### src/rtl/program_memory.sv
// Loadable instruction memory: one-cycle fetch port, streaming load port,
// and a clear sequencer that zeroes the array after every reset.
module program_memory #(
    parameter int unsigned DATA_W = 16,
    parameter int unsigned ADDR_W = 8,
    parameter int unsigned DEPTH  = 256
) (
    input  logic              clk,
    input  logic              rst_n,
    input  logic              fetch_req,
    input  logic [ADDR_W-1:0] fetch_addr,
    output logic              fetch_valid,
    output logic [DATA_W-1:0] fetch_instr,
    output logic              fetch_err,
    output logic              ready,
    input  logic              load_start,
    input  logic [ADDR_W-1:0] load_base,
    input  logic [ADDR_W:0]   load_count,
    input  logic              load_valid,
    input  logic [DATA_W-1:0] load_data,
    output logic              load_ready,
    output logic              load_done,
    output logic              load_err
);

    localparam int unsigned IDX_W = (DEPTH > 1) ? $clog2(DEPTH) : 1;
    localparam int unsigned SUM_W = ADDR_W + 2;
    localparam int unsigned CNT_W = ADDR_W + 1;

    typedef enum logic [1:0] {
        CLEAR = 2'd0,
        IDLE  = 2'd1,
        LOAD  = 2'd2
    } state_t;

    state_t              state_q, state_d;
    logic [ADDR_W-1:0]   clr_ptr_q, clr_ptr_d;
    logic [ADDR_W-1:0]   wr_ptr_q, wr_ptr_d;
    logic [CNT_W-1:0]    remaining_q, remaining_d;

    logic                mem_we;
    logic [IDX_W-1:0]    mem_waddr;
    logic [DATA_W-1:0]   mem_wdata;
    logic [DATA_W-1:0]   mem [DEPTH];

    logic                fetch_valid_d;
    logic [DATA_W-1:0]   fetch_instr_d;
    logic                fetch_err_d;
    logic                load_done_d;
    logic                load_err_d;

    // State, pointers and registered outputs
    always_ff @(posedge clk or negedge rst_n) begin
        if (!rst_n) begin
            state_q     <= CLEAR;
            clr_ptr_q   <= '0;
            wr_ptr_q    <= '0;
            remaining_q <= '0;
            fetch_valid <= 1'b0;
            fetch_instr <= '0;
            fetch_err   <= 1'b0;
            ready       <= 1'b0;
            load_ready  <= 1'b0;
            load_done   <= 1'b0;
            load_err    <= 1'b0;
        end else begin
            state_q     <= state_d;
            clr_ptr_q   <= clr_ptr_d;
            wr_ptr_q    <= wr_ptr_d;
            remaining_q <= remaining_d;
            fetch_valid <= fetch_valid_d;
            fetch_instr <= fetch_instr_d;
            fetch_err   <= fetch_err_d;
            ready       <= (state_d == IDLE);
            load_ready  <= (state_d == LOAD);
            load_done   <= load_done_d;
            load_err    <= load_err_d;
        end
    end

    // Storage array; contents are initialised by the clear sequencer, not by reset
    always_ff @(posedge clk) begin
        if (mem_we) begin
            mem[mem_waddr] <= mem_wdata;
        end
    end

    // Next-state, write port and fetch/load response logic
    always_comb begin
        state_d       = state_q;
        clr_ptr_d     = clr_ptr_q;
        wr_ptr_d      = wr_ptr_q;
        remaining_d   = remaining_q;
        mem_we        = 1'b0;
        mem_waddr     = '0;
        mem_wdata     = '0;
        fetch_valid_d = 1'b0;
        fetch_instr_d = fetch_instr;
        fetch_err_d   = fetch_err;
        load_done_d   = 1'b0;
        load_err_d    = 1'b0;

        unique case (state_q)
            CLEAR: begin
                mem_we    = 1'b1;
                mem_waddr = IDX_W'(clr_ptr_q);
                clr_ptr_d = clr_ptr_q + ADDR_W'(1);
                if (clr_ptr_q == ADDR_W'(DEPTH - 1)) begin
                    clr_ptr_d = '0;
                    state_d   = IDLE;
                end
            end

            IDLE: begin
                // Fetch reads the array before any write of a simultaneously started load
                if (fetch_req) begin
                    fetch_valid_d = 1'b1;
                    if ({1'b0, fetch_addr} < CNT_W'(DEPTH)) begin
                        fetch_instr_d = mem[IDX_W'(fetch_addr)];
                        fetch_err_d   = 1'b0;
                    end else begin
                        fetch_instr_d = '0;
                        fetch_err_d   = 1'b1;
                    end
                end
                if (load_start) begin
                    if (load_count == '0) begin
                        load_done_d = 1'b1;
                    end else if ((SUM_W'(load_base) + SUM_W'(load_count)) > SUM_W'(DEPTH)) begin
                        load_err_d = 1'b1;
                    end else begin
                        wr_ptr_d    = load_base;
                        remaining_d = load_count;
                        state_d     = LOAD;
                    end
                end
            end

            LOAD: begin
                if (load_valid) begin
                    mem_we      = 1'b1;
                    mem_waddr   = IDX_W'(wr_ptr_q);
                    mem_wdata   = load_data;
                    wr_ptr_d    = wr_ptr_q + ADDR_W'(1);
                    remaining_d = remaining_q - CNT_W'(1);
                    if (remaining_q == CNT_W'(1)) begin
                        load_done_d = 1'b1;
                        state_d     = IDLE;
                    end
                end
            end

            default: begin
                state_d = CLEAR;
            end
        endcase
    end

endmodule

### config.mk
export PLATFORM = sky130hd
export DESIGN_NAME = program_memory
export DESIGN_NICKNAME = d
export VERILOG_FILES = /design/src/rtl/program_memory.sv
export SDC_FILE = /design/constraint.sdc
export NUM_CORES = 2
export LEC_CHECK = 0
export BUFFER_PORTS_ARGS = -buffer_cell sky130_fd_sc_hd__clkbuf_2
export CAP_MARGIN = 20
export CORE_MARGIN = 3
export CORE_UTILIZATION = 50
export DETAILED_ROUTE_END_ITERATION = 8
export GPL_TIMING_DRIVEN = 0
export PLACE_DENSITY = 0.7
export SLEW_MARGIN = 30
export SYNTH_ARGS = -nofsm -noshare
export SYNTH_HDL_FRONTEND = slang
export SYNTH_SLANG_ARGS = --single-unit
### constraint.sdc
create_clock -name clk -period 7.79 [get_ports clk]
set_clock_uncertainty 0.05 [all_clocks]
set_input_delay 0.779 -clock clk [delete_from_list [all_inputs] [get_ports clk]]
set_output_delay 0.779 -clock clk [all_outputs]
set_load 0.02 [all_outputs]
# After elaboration in Yosys (flattened, before gate mapping)
# Memories as Yosys holds them, arrays and structs flattened. A register that Yosys moved wholly into a read port is not among the register bits.
# Index checks and enable logic that the tools add are counted.
# op_classes
n_addsub	4
reduce_logical	6
order_cmp	1
eq_ne	10
muxes	37
# op_table
op	count
2-to-1 mux 8 bit	6
2-to-1 mux 9 bit	4
2-to-1 mux 16 bit	2
case mux 8 bit (2 select lines)	2
case mux 9 bit (2 select lines)	1
adder 8 x 1 -> 8 bit, second input constant	2
2-to-1 mux 1 bit	13
2-to-1 mux 2 bit	6
adder 8 x 9 -> 10 bit	1
> comparator 10 x 9 -> 1 bit, second input constant	1
equality test 9 x 1 -> 1 bit, second input constant	1
zero test 9 bit	1
subtractor 9 x 1 -> 9 bit, second input constant	1
equality test 8 bit, second input constant	1
!= test 2 bit, second input constant	4
case mux 2 bit (3 select lines)	1
AND reduction 5 bit	1
equality test 2 x 1 -> 1 bit, second input constant	2
equality test 2 bit, second input constant	2
case mux 1 bit (2 select lines)	2
zero test 2 bit	1
AND reduction 2 bit	1
nonzero test 2 bit	1
zero test 1 bit	1
# totals
out_inout_bits	22
mem_bits_rw	4096
memories	1
reg_bits	32
# mem_list
memory	words	word_bits	rd	rd_ports_with_merged_regs	wr	line_no	rtl
mem	256	16	1	1	1	44	logic [DATA_W-1:0] mem [DEPTH];

# Depth between registers and ports, before layout
# depth
ltp_word	7
ltp_mapped	13

# Worst setup path before layout
# No wires, ideal clock.
# synth_path
path_type	register to register
from	register state_q[0]
to	memory mem[0][10] (data pin)
path_slack_ps	2369
stages_incl_launch_ff	6
arrival_time_ps	4498
required_time_ps	6867
path_buffers	2
period_less_slack_ps	5421
setup_time_ps	873
cell_sequence	dfrtp_1 -> inv_1 -> ha_1 -> clkbuf_1 -> clkbuf_1 -> and3_1
# synth_between
elab_chain_cells	2
# synth_rtl
element	line_no	rtl
start: declaration	36	state_t state_q, state_d;
start signal: assignment	67	state_q <= state_d;
equality test 2 bit	103	unique case (state_q)
2-to-1 mux 16 bit	103	
via mem_wdata[10]	43	logic [DATA_W-1:0] mem_wdata;
end: declaration	44	
# The timed path passes the listed nets, and every way through them passes these cells.

# Worst setup path in the final report
# layout_path
from	register state_q[0]
to	memory mem[149][12] (enable)
# layout_between
elab_chain_cells	4
word_cells_on_any_way	6
classes_between	eq/ne (1); mux (4); reduce/logical (1)
# layout_rtl
element	line_no	rtl
equality test 2 bit / zero test 2 bit (equally long branches)	103	
case mux 1 bit (2 select lines)	103	
2-to-1 mux 1 bit	83	if (mem_we) begin
2-to-1 mux 1 bit (not written as such)	84	mem[mem_waddr] <= mem_wdata;
# Several ways; a longest one is shown, not always the timed one.

==> results.toml <==
[outcome]
status = "complete, no violations"

[synth]
synth_flop_cell = "edfxtp_1"
synth_top_family_by_area = "multiplexers"
synth_compound_area_share_pct = 2.41
syn_area_mm2 = 0.159
synth_most_common_cell = "edfxtp_1"
ys_warn_count = 0
synth_cell_types = 65
synthMuxAreaShare_pct = 16.0
synth-xor-area-share_pct = 0.0331
synth_edf_count = 4096
yosysSeqAreaShare_pct = 78.2
synth.top_cells.by_area = "edfxtp_1, mux4_2, nor2_1"
syn_nets = 7062
synth_common_cells = "edfxtp_1, mux4_2, nor2_1, clkbuf_1, o22ai_1"
synth_simple_gate_area_share_pct = 2.03
postSynth.asyncResetShare_pct = 1.16
ys_ff_latch = 4144
yosys.area.top_type_share_pct = 77.5
synth_fa_ha_area_share_pct = 0.139
yosys.area.top_type = "edfxtp_1"
avgSynthCellArea_um2 = 22.7
postSynthCellCount = 6999

[layout]
drive_above_1_share_pct = 30.5
stdcell_area_mm2 = 0.182
area_growth_pct = 14.7
multi_input_area_mm2 = 0.0344
nets = 7693
fillers = 22000
ff_latch_area_mm2 = 0.124
finalNonFillerCells = 12100

[global_routing]
grt_overflow = 0
track_usage_pct = 25.8
grt_first_pass_wirelength_um = 594000
antenna_found_initial = 19
grt_pass1_vias = 78600
grt_max_degree = 73

[hold_path]
min-delay-start = "load_count[6]"
whs_path_depth = 3
whs_endpoint = "remaining_q[6]"
hold_path.class = "input port to flip-flop"

[power]
pwr-share-seq_pct = 51.0
p_clk_share_pct = 38.3
leakage_nw = 55.2
ir_drop_v = 0.000235
p_int_mw = 38.0
p_switching_mw = 12.5
combPwrFrac_pct = 10.7
swShare_pct = 24.8
power.density_mw_per_mm2 = 278

[placed_design]
place_hpwl_um = 281000
dpl_cell_area_mm2 = 0.169
gp_congestion = 0.926
placed_cells = 11400
io_buffers = 61
place_ws_ns = 2.20

[route]
first_pass_iters = 9
drtIter0Drc = 11800
wl_per_cell_um = 34.5
vias = 79000
postRouteAntennaNets = 0
routed_wl_um = 418000
drc = 0
viasPerCell = 6.51

[flow_run]
max_cap_viol_count = 0

[worst_setup_path]
crit_path_start_kind = "flip-flop"
crit_path_end_kind = "flip-flop"
r2r_slack_ns = 2.28
critPathArrivalTime_ns = 6.06
r2r_cells = 13
r2r_start = "state_q[0]"
worst-setup-path-type = "flip-flop to flip-flop"
crit_required_ns = 8.33
worst-path-max-fanout = 10
r2r-end = "mem[149][12]"

[clock_tree]
clock-sinks = 4144
cts_buffer_depth = 4
cts_buffers = 403
clk_latency_ns = 0.90
cts-resized-gates = 0
ctsHtreeMaxLevel = 5
clock-root-buffer = "clkbuf_16"
cts-hold-fix-buffers = 1
clk_pin_slew_worst_paths_ns = 0.06
tritoncts = "built"
cts_setup_buffers = 0

[die]
die_h_um = 570
dieArea_mm2 = 0.324
core_region_area_mm2 = 0.315
die_w_um = 570
ioPinCount = 68
rows = 206
initial_core_util_pct = 50.3

[timing]
fmax_ghz = 0.181
final-setup-viol-count = 0
worst_pin_slew_ns = 1.20
drv_slew = 0
period_share_pct = 70.8
fin_crit_ns = 5.51
setup_tns_ns = 0
final.setup.worst_slack_ns = 2.28
whs_ns = 0.168
maxSlewHeadroom_pct = 19.7
rsz0062_at_grt = "false"
hold_violations = 0
==> power groups by stage <==
| stage | combinational [mW] | sequential, mW | clock [mW] |
|---|---|---|---|
| 2_1_floorplan | 2.41 | 26.3 | 0 |
| 3_3_place_gp | 4.40 | 26.5 | 0 |
| 3_5_place_dp | 5.23 | 26.3 | 0 |
| 4_1_cts | 5.26 | 25.8 | 19.5 |
| 5_1_grt | 5.54 | 25.8 | 20.4 |
| 6_report | 5.39 | 25.8 | 19.4 |
==> critical path: stages (launching register included) <==
cell      delay, ns
dfrtp_1        0.41
inv_1          0.12
ha_1           0.31
and2_1         0.16
clkbuf_1       0.32
clkbuf_1       0.41
nand2_1        0.13
nor2_1         0.10
a31oi_1        0.05
a21oi_1        0.74
nand2_1        0.90
clkbuf_2       0.62
nor2_2         0.61
buf_6          0.24
==> cell usage in the layout (no fill, tap or decap), types with 19 or more instances in the layout <==
| cell | synthesis | routed |
|---|---|---|
| a211oi_1 | 37 | 36 |
| a21oi_1 | 20 | 19 |
| a22o_1 | 51 | 51 |
| a22oi_1 | 126 | 126 |
| buf_1 | 37 | 28 |
| buf_12 | 0 | 35 |
| buf_16 | 0 | 45 |
| buf_2 | 107 | 115 |
| buf_4 | 21 | 23 |
| buf_6 | 4 | 73 |
| bufinv_16 | 0 | 43 |
| clkbuf_1 | 236 | 254 |
| clkbuf_16 | 0 | 407 |
| clkbuf_2 | 0 | 104 |
| clkinv_1 | 0 | 86 |
| clkinv_2 | 0 | 77 |
| dfrtp_1 | 48 | 48 |
| edfxtp_1 | 4096 | 4096 |
| mux2_2 | 64 | 64 |
| mux2i_1 | 54 | 54 |
| mux4_2 | 1072 | 1072 |
| nand2_1 | 64 | 56 |
| nand3_1 | 106 | 106 |
| nor2_1 | 344 | 88 |
| nor2_2 | 0 | 87 |
| nor2_4 | 0 | 169 |
| nor2b_1 | 29 | 29 |
| nor4_1 | 50 | 45 |
| o21ai_0 | 45 | 42 |
| o221ai_1 | 19 | 19 |
| o22ai_1 | 127 | 127 |
==> per-stage QoR <==
| step | power (mW) | util [%] |
|---|---|---|
| detailed placement | 31.5 | 53.6 |
| finish | 50.6 | 57.7 |
| global placement | 30.9 | 52.1 |
| global route | 51.7 | 57.7 |
| floorplan | 28.7 | - |
| CTS | 50.6 | 57.7 |
==> worst max path at each step <==
stage | endpoint | startpoint | cells after the start | slack, ns
2_1_floorplan | mem[0][10] | state_q[0] | 5 | 2.37
3_3_place_gp | mem[92][1] | state_q[0] | 4 | -2.63
3_5_place_dp | fetch_instr[3] | fetch_addr[1] | 10 | 2.20
4_1_cts | mem[147][5] | state_q[0] | 13 | 2.48
5_1_grt | mem[148][5] | state_q[0] | 13 | 2.17
6_report | mem[149][12] | state_q[0] | 13 | 2.28
==> routing by layer <==
metal,vias up,GRT usage [%],share of wire (%)
met5,-,0,0.024
li1,31300,-,-
met2,4910,39.6,47
met4,10,10.6,4.8
met1,41900,35.5,37
met3,806,6.64,11
==> final cells by class <==
| class | instances | share of cell area (%) |
|---|---|---|
| diodes | 13 | 0.0179 |
| plain buffers | 406 | 1.04 |
| clock buffers | 485 | 5.77 |
| clock inverters | 246 | 1.39 |
| inverters | 18 | 0.0371 |
| multi-input cells | 2431 | 18.9 |
| flip-flops and latches | 4144 | 68.2 |
| well taps | 4160 | 2.86 |
| repair buffers | 226 | 1.78 |
==> state kept, by name (all words and copies together), names as in the netlist, 2 cells and up <==
signal / count
fetch_instr: 16
mem: 4096
state_q: 2
clr_ptr_q: 8
remaining_q: 9
wr_ptr_q: 8
==> cell families after synthesis <==
group,after synthesis
muxes,1190
adders and majority gates,17
DFF,4144
AOI/OAI and AO/OA,525
buffers and inverters,424
other,1
and+or+nand+nor,692
xor gates and xnor gates,6
No activity file was read; power rests on OpenSTA's default activity.
